===== config.mk =====
export PLATFORM = sky130hd
export DESIGN_NAME = axil_uart_regs_flat
export DESIGN_NICKNAME = d
export VERILOG_FILES = /design/src/rtl/axil_uart_regs_if.sv /design/src/rtl/axil_uart_regs.sv /design/src/flat_wrapper.sv
export SDC_FILE = /design/constraint.sdc
export NUM_CORES = 1
export LEC_CHECK = 0
export CORE_MARGIN = 2
export CORE_UTILIZATION = 52
export CTS_CLUSTER_SIZE = 20
export DETAILED_ROUTE_END_ITERATION = 10
export GPL_TIMING_DRIVEN = 0
export PLACE_DENSITY = 0.75
export SYNTH_ARGS = -nofsm -noshare
export SYNTH_HDL_FRONTEND = slang
export SYNTH_SLANG_ARGS = --single-unit

===== constraint.sdc =====
create_clock -name S_AXI_ACLK -period 2.1 [get_ports S_AXI_ACLK]
set_input_delay 0.315 -clock S_AXI_ACLK [delete_from_list [all_inputs] [get_ports S_AXI_ACLK]]
set_output_delay 0.315 -clock S_AXI_ACLK [all_outputs]
set_load 0.02 [all_outputs]

===== src/rtl/axil_uart_regs_if.sv =====
// axil_uart_regs_if: AXI4-Lite bus bundle between a master and axil_uart_regs.
interface axil_uart_regs_if #(
  parameter int unsigned C_S_AXI_ADDR_WIDTH = 4,
  parameter int unsigned C_S_AXI_DATA_WIDTH = 32
);
  logic [C_S_AXI_ADDR_WIDTH-1:0]   S_AXI_AWADDR;
  logic                            S_AXI_AWVALID;
  logic                            S_AXI_AWREADY;
  logic [C_S_AXI_DATA_WIDTH-1:0]   S_AXI_WDATA;
  logic [C_S_AXI_DATA_WIDTH/8-1:0] S_AXI_WSTRB;
  logic                            S_AXI_WVALID;
  logic                            S_AXI_WREADY;
  logic [1:0]                      S_AXI_BRESP;
  logic                            S_AXI_BVALID;
  logic                            S_AXI_BREADY;
  logic [C_S_AXI_ADDR_WIDTH-1:0]   S_AXI_ARADDR;
  logic                            S_AXI_ARVALID;
  logic                            S_AXI_ARREADY;
  logic [C_S_AXI_DATA_WIDTH-1:0]   S_AXI_RDATA;
  logic [1:0]                      S_AXI_RRESP;
  logic                            S_AXI_RVALID;
  logic                            S_AXI_RREADY;

  modport master (
    output S_AXI_AWADDR, S_AXI_AWVALID, S_AXI_WDATA, S_AXI_WSTRB, S_AXI_WVALID,
           S_AXI_BREADY, S_AXI_ARADDR, S_AXI_ARVALID, S_AXI_RREADY,
    input  S_AXI_AWREADY, S_AXI_WREADY, S_AXI_BRESP, S_AXI_BVALID,
           S_AXI_ARREADY, S_AXI_RDATA, S_AXI_RRESP, S_AXI_RVALID
  );

  modport slave (
    input  S_AXI_AWADDR, S_AXI_AWVALID, S_AXI_WDATA, S_AXI_WSTRB, S_AXI_WVALID,
           S_AXI_BREADY, S_AXI_ARADDR, S_AXI_ARVALID, S_AXI_RREADY,
    output S_AXI_AWREADY, S_AXI_WREADY, S_AXI_BRESP, S_AXI_BVALID,
           S_AXI_ARREADY, S_AXI_RDATA, S_AXI_RRESP, S_AXI_RVALID
  );
endinterface


===== src/rtl/axil_uart_regs.sv =====
// axil_uart_regs: AXI4-Lite register front end for a UART with TX and RX FIFOs.
// Map: 0x0 RXFIFO (rd), 0x4 TXFIFO (wr), 0x8 STAT (rd), 0xC CTRL (wr).
// Define AXIL_UART_IRQ_EN to build the interrupt enable and pulse logic.
module axil_uart_regs #(
  parameter int unsigned C_S_AXI_ADDR_WIDTH = 4,
  parameter int unsigned C_S_AXI_DATA_WIDTH = 32,
  parameter int unsigned C_DATA_BITS        = 8,
  parameter int unsigned C_TX_FIFO_DEPTH    = 16,
  parameter int unsigned C_RX_FIFO_DEPTH    = 16
) (
  input  logic                   S_AXI_ACLK,
  input  logic                   S_AXI_ARESETN,
  axil_uart_regs_if.slave        s_axi,
  output logic [C_DATA_BITS-1:0] TX_DATA,
  output logic                   TX_VALID,
  input  logic                   TX_READY,
  input  logic [C_DATA_BITS-1:0] RX_DATA,
  input  logic                   RX_VALID,
  output logic                   Interrupt
);
  localparam int unsigned TAW = $clog2(C_TX_FIFO_DEPTH);
  localparam int unsigned RAW = $clog2(C_RX_FIFO_DEPTH);
  localparam int unsigned DW  = C_S_AXI_DATA_WIDTH;

  logic                   awready_q, bvalid_q, arready_q, rvalid_q;
  logic [1:0]             bresp_q, rresp_q;
  logic [DW-1:0]          rdata_q;
  logic [C_DATA_BITS-1:0] tx_mem [C_TX_FIFO_DEPTH];
  logic [C_DATA_BITS-1:0] rx_mem [C_RX_FIFO_DEPTH];
  logic [TAW:0]           tx_wptr_q, tx_rptr_q;
  logic [RAW:0]           rx_wptr_q, rx_rptr_q;
  logic                   overrun_q, irq_en;

  logic          wr_hs, rd_hs;
  logic [1:0]    wr_sel, rd_sel;
  logic          tx_empty, tx_full, rx_empty, rx_full;
  logic          tx_push_req, tx_push, tx_pop, tx_flush;
  logic          rx_push, rx_pop, rx_flush, ovr_set, stat_rd;
  logic [DW-1:0] rd_word;
  logic [1:0]    rd_resp;
  logic          unused_bits;

  assign wr_hs  = awready_q & s_axi.S_AXI_AWVALID & s_axi.S_AXI_WVALID;
  assign rd_hs  = arready_q & s_axi.S_AXI_ARVALID;
  assign wr_sel = s_axi.S_AXI_AWADDR[3:2];
  assign rd_sel = s_axi.S_AXI_ARADDR[3:2];

  // Extra MSB distinguishes full from empty when the index bits match.
  assign tx_empty = (tx_wptr_q == tx_rptr_q);
  assign tx_full  = (tx_wptr_q[TAW] != tx_rptr_q[TAW]) &&
                    (tx_wptr_q[TAW-1:0] == tx_rptr_q[TAW-1:0]);
  assign rx_empty = (rx_wptr_q == rx_rptr_q);
  assign rx_full  = (rx_wptr_q[RAW] != rx_rptr_q[RAW]) &&
                    (rx_wptr_q[RAW-1:0] == rx_rptr_q[RAW-1:0]);

  assign tx_push_req = wr_hs && (wr_sel == 2'd1) && s_axi.S_AXI_WSTRB[0];
  assign tx_push     = tx_push_req && !tx_full;
  assign tx_pop      = !tx_empty && TX_READY;
  assign tx_flush    = wr_hs && (wr_sel == 2'd3) && s_axi.S_AXI_WDATA[0];
  assign rx_flush    = wr_hs && (wr_sel == 2'd3) && s_axi.S_AXI_WDATA[1];
  assign rx_pop      = rd_hs && (rd_sel == 2'd0) && !rx_empty;
  // A pop in the same cycle frees the slot, so a full FIFO still accepts the byte.
  assign rx_push     = RX_VALID && (!rx_full || rx_pop);
  assign ovr_set     = RX_VALID && rx_full && !rx_pop;
  assign stat_rd     = rd_hs && (rd_sel == 2'd2);

  assign TX_VALID = !tx_empty;
  assign TX_DATA  = tx_mem[tx_rptr_q[TAW-1:0]];

  assign s_axi.S_AXI_AWREADY = awready_q;
  assign s_axi.S_AXI_WREADY  = awready_q;
  assign s_axi.S_AXI_BVALID  = bvalid_q;
  assign s_axi.S_AXI_BRESP   = bresp_q;
  assign s_axi.S_AXI_ARREADY = arready_q;
  assign s_axi.S_AXI_RVALID  = rvalid_q;
  assign s_axi.S_AXI_RRESP   = rresp_q;
  assign s_axi.S_AXI_RDATA   = rdata_q;

  assign unused_bits = ^{s_axi.S_AXI_WDATA, s_axi.S_AXI_WSTRB, s_axi.S_AXI_AWADDR,
                         s_axi.S_AXI_ARADDR};

  // Read data/response selected at the AR handshake.
  always_comb begin
    rd_word = '0;
    rd_resp = 2'b00;
    case (rd_sel)
      2'd0: begin
        if (!rx_empty) rd_word[C_DATA_BITS-1:0] = rx_mem[rx_rptr_q[RAW-1:0]];
        else           rd_resp = 2'b10;
      end
      2'd2:    rd_word[5:0] = {overrun_q, irq_en, tx_full, tx_empty, rx_full, !rx_empty};
      default: ;
    endcase
  end

  // Write channel: one-cycle AW/W ready pulse, response held until BREADY.
  always_ff @(posedge S_AXI_ACLK or negedge S_AXI_ARESETN) begin
    if (!S_AXI_ARESETN) begin
      awready_q <= 1'b0;
      bvalid_q  <= 1'b0;
      bresp_q   <= 2'b00;
    end else begin
      awready_q <= s_axi.S_AXI_AWVALID && s_axi.S_AXI_WVALID && !bvalid_q && !awready_q;
      if (wr_hs) begin
        bvalid_q <= 1'b1;
        bresp_q  <= (tx_push_req && tx_full) ? 2'b10 : 2'b00;
      end else if (bvalid_q && s_axi.S_AXI_BREADY) begin
        bvalid_q <= 1'b0;
      end
    end
  end

  // Read channel: one-cycle AR ready pulse, data held until RREADY.
  always_ff @(posedge S_AXI_ACLK or negedge S_AXI_ARESETN) begin
    if (!S_AXI_ARESETN) begin
      arready_q <= 1'b0;
      rvalid_q  <= 1'b0;
      rresp_q   <= 2'b00;
      rdata_q   <= '0;
    end else begin
      arready_q <= s_axi.S_AXI_ARVALID && !rvalid_q && !arready_q;
      if (rd_hs) begin
        rvalid_q <= 1'b1;
        rdata_q  <= rd_word;
        rresp_q  <= rd_resp;
      end else if (rvalid_q && s_axi.S_AXI_RREADY) begin
        rvalid_q <= 1'b0;
      end
    end
  end

  // TX FIFO pointers; flush wins over any push/pop in the same cycle.
  always_ff @(posedge S_AXI_ACLK or negedge S_AXI_ARESETN) begin
    if (!S_AXI_ARESETN) begin
      tx_wptr_q <= '0;
      tx_rptr_q <= '0;
    end else if (tx_flush) begin
      tx_wptr_q <= '0;
      tx_rptr_q <= '0;
    end else begin
      if (tx_push) tx_wptr_q <= tx_wptr_q + {{TAW{1'b0}}, 1'b1};
      if (tx_pop)  tx_rptr_q <= tx_rptr_q + {{TAW{1'b0}}, 1'b1};
    end
  end

  // TX FIFO storage.
  always_ff @(posedge S_AXI_ACLK) begin
    if (tx_push) tx_mem[tx_wptr_q[TAW-1:0]] <= s_axi.S_AXI_WDATA[C_DATA_BITS-1:0];
  end

  // RX FIFO pointers; flush wins over any push/pop in the same cycle.
  always_ff @(posedge S_AXI_ACLK or negedge S_AXI_ARESETN) begin
    if (!S_AXI_ARESETN) begin
      rx_wptr_q <= '0;
      rx_rptr_q <= '0;
    end else if (rx_flush) begin
      rx_wptr_q <= '0;
      rx_rptr_q <= '0;
    end else begin
      if (rx_push) rx_wptr_q <= rx_wptr_q + {{RAW{1'b0}}, 1'b1};
      if (rx_pop)  rx_rptr_q <= rx_rptr_q + {{RAW{1'b0}}, 1'b1};
    end
  end

  // RX FIFO storage.
  always_ff @(posedge S_AXI_ACLK) begin
    if (rx_push) rx_mem[rx_wptr_q[RAW-1:0]] <= RX_DATA;
  end

  // Sticky overrun; a new drop outranks the clear-on-STAT-read.
  always_ff @(posedge S_AXI_ACLK or negedge S_AXI_ARESETN) begin
    if (!S_AXI_ARESETN)  overrun_q <= 1'b0;
    else if (ovr_set)    overrun_q <= 1'b1;
    else if (stat_rd)    overrun_q <= 1'b0;
  end

`ifdef AXIL_UART_IRQ_EN
  logic irq_en_q, irq_q, rx_empty_q, tx_empty_q;

  // CTRL[4] is the only persistent control bit.
  always_ff @(posedge S_AXI_ACLK or negedge S_AXI_ARESETN) begin
    if (!S_AXI_ARESETN)                   irq_en_q <= 1'b0;
    else if (wr_hs && (wr_sel == 2'd3))   irq_en_q <= s_axi.S_AXI_WDATA[4];
  end

  // Edge-detect FIFO occupancy and register a single-cycle pulse.
  always_ff @(posedge S_AXI_ACLK or negedge S_AXI_ARESETN) begin
    if (!S_AXI_ARESETN) begin
      rx_empty_q <= 1'b1;
      tx_empty_q <= 1'b1;
      irq_q      <= 1'b0;
    end else begin
      rx_empty_q <= rx_empty;
      tx_empty_q <= tx_empty;
      irq_q      <= irq_en_q && ((rx_empty_q && !rx_empty) || (!tx_empty_q && tx_empty));
    end
  end

  assign irq_en    = irq_en_q;
  assign Interrupt = irq_q;
`else
  assign irq_en    = 1'b0;
  assign Interrupt = 1'b0;
`endif
endmodule

===== src/flat_wrapper.sv =====
// flat-port wrapper written by rule: the top's interface ports become plain ports
module axil_uart_regs_flat 
#(
  parameter int unsigned C_S_AXI_ADDR_WIDTH = 4,
  parameter int unsigned C_S_AXI_DATA_WIDTH = 32,
  parameter int unsigned C_DATA_BITS        = 8,
  parameter int unsigned C_TX_FIFO_DEPTH    = 16,
  parameter int unsigned C_RX_FIFO_DEPTH    = 16
)
  (S_AXI_ACLK, S_AXI_ARESETN, TX_DATA, TX_VALID, TX_READY, RX_DATA, RX_VALID, Interrupt, s_axi_S_AXI_AWADDR, s_axi_S_AXI_AWVALID, s_axi_S_AXI_WDATA, s_axi_S_AXI_WSTRB, s_axi_S_AXI_WVALID, s_axi_S_AXI_BREADY, s_axi_S_AXI_ARADDR, s_axi_S_AXI_ARVALID, s_axi_S_AXI_RREADY, s_axi_S_AXI_AWREADY, s_axi_S_AXI_WREADY, s_axi_S_AXI_BRESP, s_axi_S_AXI_BVALID, s_axi_S_AXI_ARREADY, s_axi_S_AXI_RDATA, s_axi_S_AXI_RRESP, s_axi_S_AXI_RVALID);
  axil_uart_regs_if #(.C_S_AXI_ADDR_WIDTH(C_S_AXI_ADDR_WIDTH), .C_S_AXI_DATA_WIDTH(C_S_AXI_DATA_WIDTH)) s_axi_i ();
  input  logic S_AXI_ACLK;
  input  logic S_AXI_ARESETN;
  output logic [C_DATA_BITS-1:0] TX_DATA;
  output logic TX_VALID;
  input  logic TX_READY;
  input  logic [C_DATA_BITS-1:0] RX_DATA;
  input  logic RX_VALID;
  output logic Interrupt;
  input wire logic [$bits(s_axi_i.S_AXI_AWADDR)-1:0] s_axi_S_AXI_AWADDR;
  input wire logic [$bits(s_axi_i.S_AXI_AWVALID)-1:0] s_axi_S_AXI_AWVALID;
  input wire logic [$bits(s_axi_i.S_AXI_WDATA)-1:0] s_axi_S_AXI_WDATA;
  input wire logic [$bits(s_axi_i.S_AXI_WSTRB)-1:0] s_axi_S_AXI_WSTRB;
  input wire logic [$bits(s_axi_i.S_AXI_WVALID)-1:0] s_axi_S_AXI_WVALID;
  input wire logic [$bits(s_axi_i.S_AXI_BREADY)-1:0] s_axi_S_AXI_BREADY;
  input wire logic [$bits(s_axi_i.S_AXI_ARADDR)-1:0] s_axi_S_AXI_ARADDR;
  input wire logic [$bits(s_axi_i.S_AXI_ARVALID)-1:0] s_axi_S_AXI_ARVALID;
  input wire logic [$bits(s_axi_i.S_AXI_RREADY)-1:0] s_axi_S_AXI_RREADY;
  output wire logic [$bits(s_axi_i.S_AXI_AWREADY)-1:0] s_axi_S_AXI_AWREADY;
  output wire logic [$bits(s_axi_i.S_AXI_WREADY)-1:0] s_axi_S_AXI_WREADY;
  output wire logic [$bits(s_axi_i.S_AXI_BRESP)-1:0] s_axi_S_AXI_BRESP;
  output wire logic [$bits(s_axi_i.S_AXI_BVALID)-1:0] s_axi_S_AXI_BVALID;
  output wire logic [$bits(s_axi_i.S_AXI_ARREADY)-1:0] s_axi_S_AXI_ARREADY;
  output wire logic [$bits(s_axi_i.S_AXI_RDATA)-1:0] s_axi_S_AXI_RDATA;
  output wire logic [$bits(s_axi_i.S_AXI_RRESP)-1:0] s_axi_S_AXI_RRESP;
  output wire logic [$bits(s_axi_i.S_AXI_RVALID)-1:0] s_axi_S_AXI_RVALID;
  assign s_axi_i.S_AXI_AWADDR = s_axi_S_AXI_AWADDR;
  assign s_axi_i.S_AXI_AWVALID = s_axi_S_AXI_AWVALID;
  assign s_axi_i.S_AXI_WDATA = s_axi_S_AXI_WDATA;
  assign s_axi_i.S_AXI_WSTRB = s_axi_S_AXI_WSTRB;
  assign s_axi_i.S_AXI_WVALID = s_axi_S_AXI_WVALID;
  assign s_axi_i.S_AXI_BREADY = s_axi_S_AXI_BREADY;
  assign s_axi_i.S_AXI_ARADDR = s_axi_S_AXI_ARADDR;
  assign s_axi_i.S_AXI_ARVALID = s_axi_S_AXI_ARVALID;
  assign s_axi_i.S_AXI_RREADY = s_axi_S_AXI_RREADY;
  assign s_axi_S_AXI_AWREADY = s_axi_i.S_AXI_AWREADY;
  assign s_axi_S_AXI_WREADY = s_axi_i.S_AXI_WREADY;
  assign s_axi_S_AXI_BRESP = s_axi_i.S_AXI_BRESP;
  assign s_axi_S_AXI_BVALID = s_axi_i.S_AXI_BVALID;
  assign s_axi_S_AXI_ARREADY = s_axi_i.S_AXI_ARREADY;
  assign s_axi_S_AXI_RDATA = s_axi_i.S_AXI_RDATA;
  assign s_axi_S_AXI_RRESP = s_axi_i.S_AXI_RRESP;
  assign s_axi_S_AXI_RVALID = s_axi_i.S_AXI_RVALID;
  axil_uart_regs #(.C_S_AXI_ADDR_WIDTH(C_S_AXI_ADDR_WIDTH), .C_S_AXI_DATA_WIDTH(C_S_AXI_DATA_WIDTH), .C_DATA_BITS(C_DATA_BITS), .C_TX_FIFO_DEPTH(C_TX_FIFO_DEPTH), .C_RX_FIFO_DEPTH(C_RX_FIFO_DEPTH)) u_core (.S_AXI_ACLK(S_AXI_ACLK), .S_AXI_ARESETN(S_AXI_ARESETN), .s_axi(s_axi_i), .TX_DATA(TX_DATA), .TX_VALID(TX_VALID), .TX_READY(TX_READY), .RX_DATA(RX_DATA), .RX_VALID(RX_VALID), .Interrupt(Interrupt));
endmodule

Yosys cells after proc, flatten, opt, wreduce, memory -nomap -nowiden. Memory sizes are Yosys's and may differ from the RTL's. Index checks and enable logic that the tools add are counted.

Add/subtract/negate cells: 4. Equality and inequality tests: 9. Mux-type cells: 24. Bitwise operators: 3. Reduce and logical (&&, ||, !) cells: 41.

Operators by type and width (number): $mux 5 (8); $logic_and 1x1->1 (23); $add 5x1->5 const B (4); $reduce_bool 2->1 (7); $pmux 6 s2 (1); $eq 5x5->1 (2); $mux 1 (10); $logic_not 1->1 (9); $eq 4x4->1 (2); $mux 2 (4); $mux 8 (1); $eq 2x2->1 const B (2); $and 1x1->1 (3); $eq 2x1->1 const B (1); $logic_not 2->1 (1); $ne 1x1->1 (2); $logic_or 1x1->1 (1).

Bits in registers: 37. RAM bits: 256. Output and inout port bits: 51. Word-level logic and storage cells: 95. Memories: 2.

Memory list: u_core.rx_mem (depth 16, width 8, read ports 1, clocked after memory_dff 0, wr ports 1, line axil_uart_regs.sv:29) `logic [C_DATA_BITS-1:0] rx_mem [C_RX_FIFO_DEPTH];`; u_core.tx_mem (depth 16, width 8, read ports 1, clocked after memory_dff 0, wr ports 1, line axil_uart_regs.sv:28) `logic [C_DATA_BITS-1:0] tx_mem [C_TX_FIFO_DEPTH];`.

Longest topological paths before layout. Gate-level depths: netlist of run 1.

Depth after elaboration: 7. Gate-level depth with buffers: 7. Depth with buffers taken out: 5.

Least setup slack after synthesis of run 1. Ideal clock, no wire load.

Path type: reg-to-reg. From: register u_core.arready_q (netlist: u_core.s_axi.S_AXI_ARREADY). To: memory u_core.rx_mem[3][0], enable pin. Arrival: 1.923 ns. Data required time: 1.705 ns. Setup slack: -0.218 ns. Cell stages (with the launch flop): 6. Path buffers: 1. Period minus slack after synthesis: 2.318 ns. Cell sequence: dfrtp_1 nand2_1 nor3_4 o31ai_4 buf_6 nor4_1.

Cells in the longest elaborated chain, start to end: 7.

RTL lines: start: declaration (line axil_uart_regs.sv:25) `logic awready_q, bvalid_q, arready_q, rvalid_q;`; start signal: assignment (line axil_uart_regs.sv:121) `arready_q <= s_axi.S_AXI_ARVALID && !rvalid_q && !arready_q;`; $and 1x1->1 (line axil_uart_regs.sv:44) `assign rd_hs = arready_q & s_axi.S_AXI_ARVALID;`; $logic_and 1x1->1 (2 in a row) (line axil_uart_regs.sv:61) `assign rx_pop = rd_hs && (rd_sel == 2'd0) && !rx_empty;`; $logic_or 1x1->1 (line axil_uart_regs.sv:63) `assign rx_push = RX_VALID && (!rx_full || rx_pop);`; $logic_and 1x1->1 (line axil_uart_regs.sv:63); $mux 1 (line axil_uart_regs.sv:167) `if (rx_push) rx_mem[rx_wptr_q[RAW-1:0]] <= RX_DATA;`; $mux 1 (not written as such) (line axil_uart_regs.sv:167); end: declaration (line axil_uart_regs.sv:29).

Every way passes these cells.

Worst setup path in the final report of run 1.
From: register u_core.tx_rptr_q[0]. To: output TX_DATA[3].

Cells in the longest elaborated chain, start to end: 1.

RTL lines: start: declaration (line axil_uart_regs.sv:30) `logic [TAW:0] tx_wptr_q, tx_rptr_q;`; start signal: assignment (line axil_uart_regs.sv:142) `if (tx_pop) tx_rptr_q <= tx_rptr_q + {{TAW{1'b0}}, 1'b1};`; $mem_v2 16x8; end: declaration (line flat_wrapper.sv:14) `output logic [C_DATA_BITS-1:0] TX_DATA;`.

Every way passes these cells.

==> flow_summary.json, run 1 <==
{
  "placed_cells": 1028,
  "drt-total-wl_um": 25300,
  "setup_viol": 26,
  "worstSkewPairLatency_ns": 0.54,
  "violations": "setup timing",
  "insertedDiodeCount": 0,
  "drc": 0,
  "maxCapViolations": 0,
  "synthTopCellsByCount": "edfxtp_1 (256), mux4_2 (62), buf_4 (36)",
  "hold_start": "s_axi_S_AXI_ARADDR[3]",
  "required_ns": 1.78,
  "h-tree-depth": 1,
  "fin_skew_ns": 0.0173,
  "place_ws_ns": -0.921,
  "via_per_inst": 5.82,
  "syn-cell-area_um2": 12100,
  "cp-start-kind": "flip-flop",
  "final_layout_size_suffix_gt1_share_pct": 32.0,
  "syn_inst": 665,
  "grt_pass1_wl_um": 37600,
  "first_iter_violations": 619,
  "dr.pass1.iters": 5,
  "ff2ff_path_depth": 9,
  "synth_edf_count": 256,
  "drv_slew": 0,
  "tightest_slew_ns": 0.847,
  "core-area_um2": 22700,
  "synth_top_cell_by_area": "edfxtp_1",
  "power.density_nw_per_um2": 1240,
  "whs_ns": 0.291,
  "yosysSeqAreaShare_pct": 71.0,
  "syn_avg_cell_area_um2": 18.1,
  "hold_class": "in -> reg",
  "ys_ff_latch": 291,
  "path_class": "reg -> out",
  "hold-path-endpoint": "u_core.overrun_q",
  "rows": 55,
  "final.min_clock_period_ns": 2.70,
  "cts.clk_slew.worst_paths_ns": 0.06,
  "holdPathStages": 3,
  "cts_made_buffers": 29,
  "fillers": 1514,
  "critPathMaxFanout": 8,
  "dr_total_vias": 6470,
  "grt_pass1_vias": 6645,
  "peakVddDrop_uv": 803,
  "crit_path_end_kind": "primary output",
  "port_buffers": 52,
  "fin_area_um2": 14800,
  "grt_usage_pct": 20.5,
  "synthFlopType": "edfxtp_1",
  "cts_root_buf": "clkbuf_16",
  "r2r_slack_ns": -0.08,
  "yosysWarningCount": 0,
  "cts.path.max_buffers": 3,
  "nNetsFinal": 874,
  "gp_congestion": 0.803,
  "r2r_start": "u_core.tx_rptr_q[0]",
  "antenna_found_initial": 0,
  "die_area_um2": 24400,
  "synth_top_area_share_pct": 63.7,
  "start_util_pct": 53.1,
  "fin_crit_sh_pct": 128,
  "grt_max_degree": 36,
  "leakagePower_nw": 5.15,
  "postRouteAntennaNets": 0,
  "worst_ep_arrival_time_ns": 2.38,
  "dp_hpwl_um": 15800,
  "place_area_um2": 13000,
  "syn_to_final_growth_pct": 22.3,
  "wl_per_cell_um": 22.8,
  "ys_types": 48,
  "rsz0062_at_grt": "yes",
  "fin_cells": 1111,
  "fin_ws_ns": -0.598,
  "die_x_um": 156,
  "cts.sinks": 291,
  "synth.most_common_cell": "edfxtp_1",
  "reg2reg_to": "u_core.tx_mem[7][2]",
  "status": "finished, violations left",
  "async_flop_share_pct": 12.0,
  "slew_headroom_pct": 43.6,
  "hold_viol_final": 0,
  "synthTopCellsByArea": "edfxtp_1 (64%), mux4_2 (12%), dfrtp_1 (7.3%)",
  "ios": 112,
  "cts_tree": "built",
  "grt_overflow": 0,
  "max_freq_ghz": 0.371,
  "fp.dieH_um": 156
}
## stage by stage
step	util, %	TNS, ns	power [mW]
floorplan	-	0	10.5
global placement	57.5	-124.50	11.9
detailed placement	57.4	-140.52	12.1
CTS	63.7	-4.59	17.9
global route	65.0	-8.41	18.9
finish	65.0	-5.63	18.2
## state kept, by name, indices dropped and copies added, names as in the netlist, 5 cells and up
name                      count
u_core.rx_mem               128
u_core.tx_wptr_q              5
u_core.rx_wptr_q              5
u_core.tx_rptr_q              5
u_core.rx_rptr_q              5
u_core.tx_mem               128
u_core.s_axi.S_AXI_RDATA      8
## cells by family (layout without fill, tap and decap cells)
logic type	Yosys count	after routing	synth area share (%)
XOR/XNOR	22	22	1.66
AND/OR/NAND/NOR	111	111	5.12
multiplexers	80	80	13.1
buffers and inverters	73	208	3.78
flip-flops	291	291	71.0
AO/OA/AOI/OAI	77	77	4.35
other	1	27	0.0311
adder cells (fa/ha/maj)	10	10	1.04
## area by class of cell
type                    count  area (um2)  area share, %
plain buffers              64         473           3.20
repair buffers             81         816           5.53
inverters                   9        33.8          0.229
multi-input cells         327        3540           24.0
flip-flops and latches    291        8560           58.0
clock buffers              42         815           5.52
well taps                 285         357           2.42
clock inverters            12         159           1.08
## power breakdown
part,internal (mW),switching [mW],total (mW)
clock,3.17,2.05,5.22
combinational,2.94,3.09,6.03
sequential,6.73,0.246,6.98
total,12.8,5.39,18.2
## critical path: stages, from the launching register on
cell and delay [ns]:
dfrtp_1 0.38, buf_6 0.16, buf_12 0.15, buf_12 0.11
mux4_2 0.50, a211oi_2 0.29, a21oi_1 0.07, buf_4 0.18
## layout by cell type, fill, tap and decap left out, types with 4 or more instances in the layout
master	netlist	layout
xor2_1	8	8
buf_2	10	10
a21oi_1	22	19
a211oi_2	0	5
buf_12	0	9
nand4_1	4	4
nor2b_1	15	11
bufinv_16	0	4
dfrtp_1	35	35
nor2_1	28	22
buf_4	36	62
clkbuf_1	11	17
clkinv_1	0	4
o21ai_0	7	6
mux2i_1	18	12
conb_1	1	27
nand2_1	9	8
inv_1	9	9
and3_4	0	14
nor2_4	0	5
a22o_1	9	9
mux2i_2	0	5
mux4_2	62	62
a22oi_1	8	8
ha_1	10	10
nand3_1	9	9
nor2b_4	0	4
clkbuf_8	0	4
or3_1	5	5
buf_6	3	9
clkdlybuf4s50_1	0	42
and2_4	0	7
edfxtp_1	256	256
clkbuf_16	0	29
xnor2_1	13	8
o21ai_1	7	7
## worst max path at each step
| stage | startpoint | endpoint | slack, ns | cells past startpoint |
|---|---|---|---|---|
| floorplan | u_core.s_axi.S_AXI_AWREADY | u_core.tx_mem[3][0] | 0.003 | 4 |
| global placement | s_axi_S_AXI_WVALID | u_core.tx_mem[3][3] | -0.82 | 5 |
| detailed placement | s_axi_S_AXI_WVALID | u_core.tx_mem[3][3] | -0.92 | 5 |
| CTS | u_core.tx_rptr_q[0] | TX_DATA[3] | -0.57 | 7 |
| global route | u_core.tx_rptr_q[0] | TX_DATA[7] | -0.67 | 7 |
| finish | u_core.tx_rptr_q[0] | TX_DATA[3] | -0.60 | 7 |
## metal layers
layer  share of wire (%)  track usage, %  wire length (um)
met5                   0               0                 0
met4                 3.2            6.68               821
met3                 4.7            2.49              1190
met2                  54            37.9             13800
met1                  38            25.1              9540
## what timing repair did
item,in CTS,in global routing
setup endpoints to repair,266,258
setup buffers,13,15
hold buffers,1,0
cloned,1,0
pin swaps,13,16
hold endpoints to repair,35,0
gates resized for setup,133,44
Power figures use the tool's default switching activity.
==> inputs of run 2 (changes only) <==
- SKIP_LAST_GASP: default -> 1
==> flow_summary.json, run 2 (synthesized netlist as in run 1, its figures left out) <==
{
  "status": "finished, violations left",
  "violations": "setup timing",
  "cts.path.max_buffers": 3,
  "cp_cell_sequence": "buf_6 -> buf_12 -> buf_12 -> mux4_2 -> a211oi_2 -> a21oi_1 -> buf_4",
  "tns_ns": -5.56,
  "nNetsFinal": 874,
  "port_buffers": 52,
  "cts.clk_slew.worst_paths_ns": 0.06,
  "critPathLaunch": "u_core.tx_rptr_q[0]",
  "cts_made_buffers": 29,
  "dr_total_vias": 6439,
  "whs_ns": 0.294,
  "worst_ep_arrival_time_ns": 2.38,
  "max_freq_ghz": 0.371,
  "r2r_start": "u_core.tx_rptr_q[0]",
  "fin_skew_ns": 0.0187,
  "h-tree-depth": 1,
  "start_util_pct": 53.1,
  "hold_viol_final": 0,
  "core-area_um2": 22700,
  "via_per_inst": 5.80,
  "hold_start": "s_axi_S_AXI_ARADDR[3]",
  "path_class": "reg -> out",
  "critPathMaxFanout": 8,
  "finalPower_mw": 18.2,
  "maxCapViolations": 0,
  "layout_commonest_cell": "edfxtp_1",
  "worstSkewPairLatency_ns": 0.55,
  "dr.pass1.iters": 7,
  "syn_to_final_growth_pct": 22.3,
  "die_area_um2": 24400,
  "peakVddDrop_uv": 803,
  "grt_overflow": 0,
  "fp.dieH_um": 156,
  "wl_per_cell_um": 22.8,
  "ff2ff_path_depth": 9,
  "cts_root_buf": "clkbuf_16",
  "slew_headroom_pct": 43.4,
  "leakagePower_nw": 5.15,
  "crit_path_end_kind": "primary output",
  "grt_pass1_wl_um": 37600,
  "tightest_slew_ns": 0.850,
  "mostFrequentLayoutCells": "edfxtp_1 (256), buf_4 (62), mux4_2 (62)",
  "grt_max_degree": 36,
  "first_iter_violations": 619,
  "hold_class": "in -> reg",
  "rsz0062_at_grt": "yes",
  "dp_hpwl_um": 15800,
  "cpMaxStageDelayCell": "mux4_2",
  "required_ns": 1.78,
  "cts_tree": "built",
  "final_layout_size_suffix_gt1_share_pct": 32.0,
  "grt_usage_pct": 20.5,
  "postRouteAntennaNets": 0,
  "gp_congestion": 0.803,
  "final.min_clock_period_ns": 2.70,
  "drv_slew": 0,
  "rows": 55,
  "setup_viol": 27,
  "antenna_found_initial": 0,
  "cp-start-kind": "flip-flop",
  "drc": 0,
  "ios": 112,
  "insertedDiodeCount": 0,
  "die_x_um": 156,
  "cts.sinks": 291,
  "fin_crit_sh_pct": 128,
  "power.density_nw_per_um2": 1240,
  "cpPeakStageDelay_ns": 0.50,
  "drt-total-wl_um": 25300,
  "grt_pass1_vias": 6645,
  "holdPathStages": 3,
  "fin_ws_ns": -0.597,
  "cp_common_cell": "buf_12"
}
[run 2: through the flow]
stage	std cells	util, %	worst slack [ns]	area (um2)
4_1_cts	1097	63.7	-0.575	14500
5_1_grt	1111	65.0	-0.666	14800
3_3_place_gp	1028	57.5	-0.825	13100
6_report	1111	65.0	-0.597	14800
2_1_floorplan	691	-	0.00277	12200
3_5_place_dp	1028	57.4	-0.921	13000
[run 2: cell type report]
type,count,area (um2)
flip-flops and latches,291,8560
clock inverters,12,159
clock buffers,42,815
plain buffers,64,473
well taps,285,357
repair buffers,81,816
inverters,9,33.8
fillers,1514,7950
multi-input cells,327,3540
[run 2: path summary, 6_finish.rpt]
path / endpoint / slack, ns
setup / recovery: TX_DATA[3] / -0.60
hold / removal: u_core.overrun_q / 0.29
setup reg to reg: u_core.tx_mem[7][2] / -0.08
hold reg to reg: u_core.s_axi.S_AXI_ARREADY / 0.45
max in group asynchronous: u_core.tx_wptr_q[2] / 1.14
min in group asynchronous: u_core.rx_rptr_q[0] / 0.42
[run 2: where the power goes]
group / internal [mW] / switching, mW / total, mW
Sequential: 6.73 / 0.246 / 6.98
Clock: 3.17 / 2.05 / 5.22
Combinational: 2.94 / 3.09 / 6.03
Total: 12.8 / 5.39 / 18.2
[run 2: worst max-delay path: cells and delay by family, from the launching register on]
kind | cells | cell delay (ns)
mux | 1 | 0.50
compound gates | 2 | 0.36
buf+inv | 4 | 0.60
flops | 1 | 0.38
[run 2: timing repair]
item / CTS / global route
setup endpoints to repair: 266 / 258
gates resized for setup: 133 / 43
pin swaps: 12 / 16
buffers inserted: 13 / 15
hold buffers: 1 / 0
gates cloned: 1 / 0
endpoints found under the hold margin: 35 / 0
[run 2: routing by layer]
layer  vias to the layer above  track usage [%]  part of all wire, %
met4                         0             6.68                  3.1
met1                      3299             25.1                   37
met5                         -                0                    0
met3                        52             2.49                  4.9
met2                       227             37.9                   55
li1                       2861                -                    -
==> inputs of run 3 (changes only) <==
- SKIP_CTS_REPAIR_TIMING: default -> 1
==> flow_summary.json, run 3 (synthesized netlist as in run 1, its figures left out) <==
{
  "path_delay_family": "multiplexers",
  "slew_headroom_pct": 44.2,
  "placed_cells": 1028,
  "max_freq_ghz": 0.372,
  "cp_cell_sequence": "buf_8 -> buf_12 -> buf_12 -> mux4_2 -> mux2i_2 -> a21oi_2 -> buf_4",
  "final_layout_size_suffix_gt1_share_pct": 30.8,
  "cpMaxStageDelayCell": "mux4_2",
  "multi_input_area_um2": 3470,
  "start_util_pct": 53.1,
  "peakVddDrop_uv": 799,
  "leakagePower_nw": 5.10,
  "fin_ws_ns": -0.590,
  "grt_pass1_vias": 6479,
  "first_iter_violations": 537,
  "nNetsFinal": 869,
  "antenna_found_initial": 0,
  "path_class": "reg -> out",
  "crit_path_end_kind": "primary output",
  "required_ns": 1.78,
  "syn_to_final_growth_pct": 21.3,
  "setup_viol": 23,
  "rows": 55,
  "insertedDiodeCount": 0,
  "critPathMaxFanout": 6,
  "final_util_pct": 64.5,
  "drc": 0,
  "gp_congestion": 0.803,
  "rsz0062_at_grt": "yes",
  "place_ws_ns": -0.921,
  "drt-total-wl_um": 24800,
  "finalPower_mw": 18.0,
  "cts_tree": "built",
  "die_x_um": 156,
  "postRouteAntennaNets": 0,
  "ios": 112,
  "dr_total_vias": 6376,
  "cpPeakStageDelay_ns": 0.50,
  "grt_pass1_wl_um": 36200,
  "fillers": 1519,
  "dr.pass1.iters": 5,
  "mostFrequentLayoutCells": "edfxtp_1 (256), mux4_2 (62), buf_4 (58)",
  "cp-start-kind": "flip-flop",
  "dp_hpwl_um": 15800,
  "regArea_um2": 8560,
  "grt_max_degree": 36,
  "port_buffers": 52,
  "hold_class": "in -> reg",
  "cts.clk_slew.worst_paths_ns": 0.06,
  "wl_per_cell_um": 22.5,
  "fin_skew_ns": 0.0258,
  "cts_made_buffers": 29,
  "fin_cells": 1106,
  "cts.path.max_buffers": 3,
  "h-tree-depth": 1,
  "power.density_nw_per_um2": 1230,
  "grt_overflow": 0,
  "layout_commonest_cell": "edfxtp_1",
  "fin_crit_sh_pct": 128,
  "worstSkewPairLatency_ns": 0.55,
  "violations": "setup timing",
  "hold_viol_final": 0,
  "maxCapViolations": 0,
  "worst_ep_arrival_time_ns": 2.38,
  "drv_slew": 0,
  "critPathBufInv": 4,
  "grt_usage_pct": 19.7,
  "cts.sinks": 291,
  "cp_common_cell": "buf_12",
  "via_per_inst": 5.76,
  "cts_root_buf": "clkbuf_16",
  "status": "finished, violations left",
  "final.min_clock_period_ns": 2.69,
  "core-area_um2": 22700,
  "tightest_slew_ns": 0.837,
  "die_area_um2": 24400,
  "tns_ns": -4.98,
  "fp.dieH_um": 156
}
-- run 3: cell types whose count changed in the layout (fill, tap and decap cells not counted), moves of 3 or more --
cell       change
buf_6          -3
buf_4          -4
nor2_2         +4
buf_12         -5
clkbuf_16      +4
nor2_4         -4
-- run 3: area by class of cell --
class | instances | share of cell area [%]
Buffer | 64 | 3.32
Timing Repair Buffer | 76 | 5.15
Clock inverter | 12 | 1.09
Inverter | 9 | 0.231
Sequential cell | 291 | 58.5
Multi-Input combinational cell | 327 | 23.7
Tap cell | 285 | 2.44
Clock buffer | 42 | 5.56
-- run 3: worst reg2reg max path, delay by kind of cell, from the launching register on --
kind	cells	cell delay, ns
and+or+nand+nor	2	0.19
DFF	1	0.36
xor gates and xnor gates	1	0.20
AOI/OAI and AO/OA	1	0.37
buffers and inverters	5	0.77
-- run 3: where the power goes --
part           switching (mW)  internal (mW)
logic                    2.96           2.86
registers               0.268           6.74
clock network            2.03           3.17
-- run 3: metal layers --
layer  vias to the layer above  global-route usage [%]  share of wire, %
li1                       2854                       -                 -
met1                      3254                    24.6                38
met2                       215                    36.3                55
met3                        53                    2.35               4.6
met4                         0                    5.64               2.7
met5                         -                       0                 0
-- run 3: path summary, 6_finish.rpt --
kind                                                    to  cells past startpoint                       from  slack [ns]
worst max-delay path                            TX_DATA[7]                      7        u_core.tx_rptr_q[0]       -0.59
worst min-delay path                      u_core.overrun_q                      3      s_axi_S_AXI_ARADDR[3]        0.28
worst max register to register         u_core.rx_mem[3][0]                      9        u_core.rx_rptr_q[3]       -0.04
worst min register to register  u_core.s_axi.S_AXI_ARREADY                      1  u_core.s_axi.S_AXI_RVALID        0.45
max in group asynchronous              u_core.tx_rptr_q[0]                      2              S_AXI_ARESETN        1.09
min in group asynchronous              u_core.rx_rptr_q[0]                      2              S_AXI_ARESETN        0.41
-- run 3: per-stage QoR --
step	area (um2)	hold WS, ns
after floorplan	12200	0.0194
after global placement	13100	0.440
after detailed placement	13000	0.449
after CTS	14000	-0.0971
after global routing	14600	0.323
final	14600	0.281
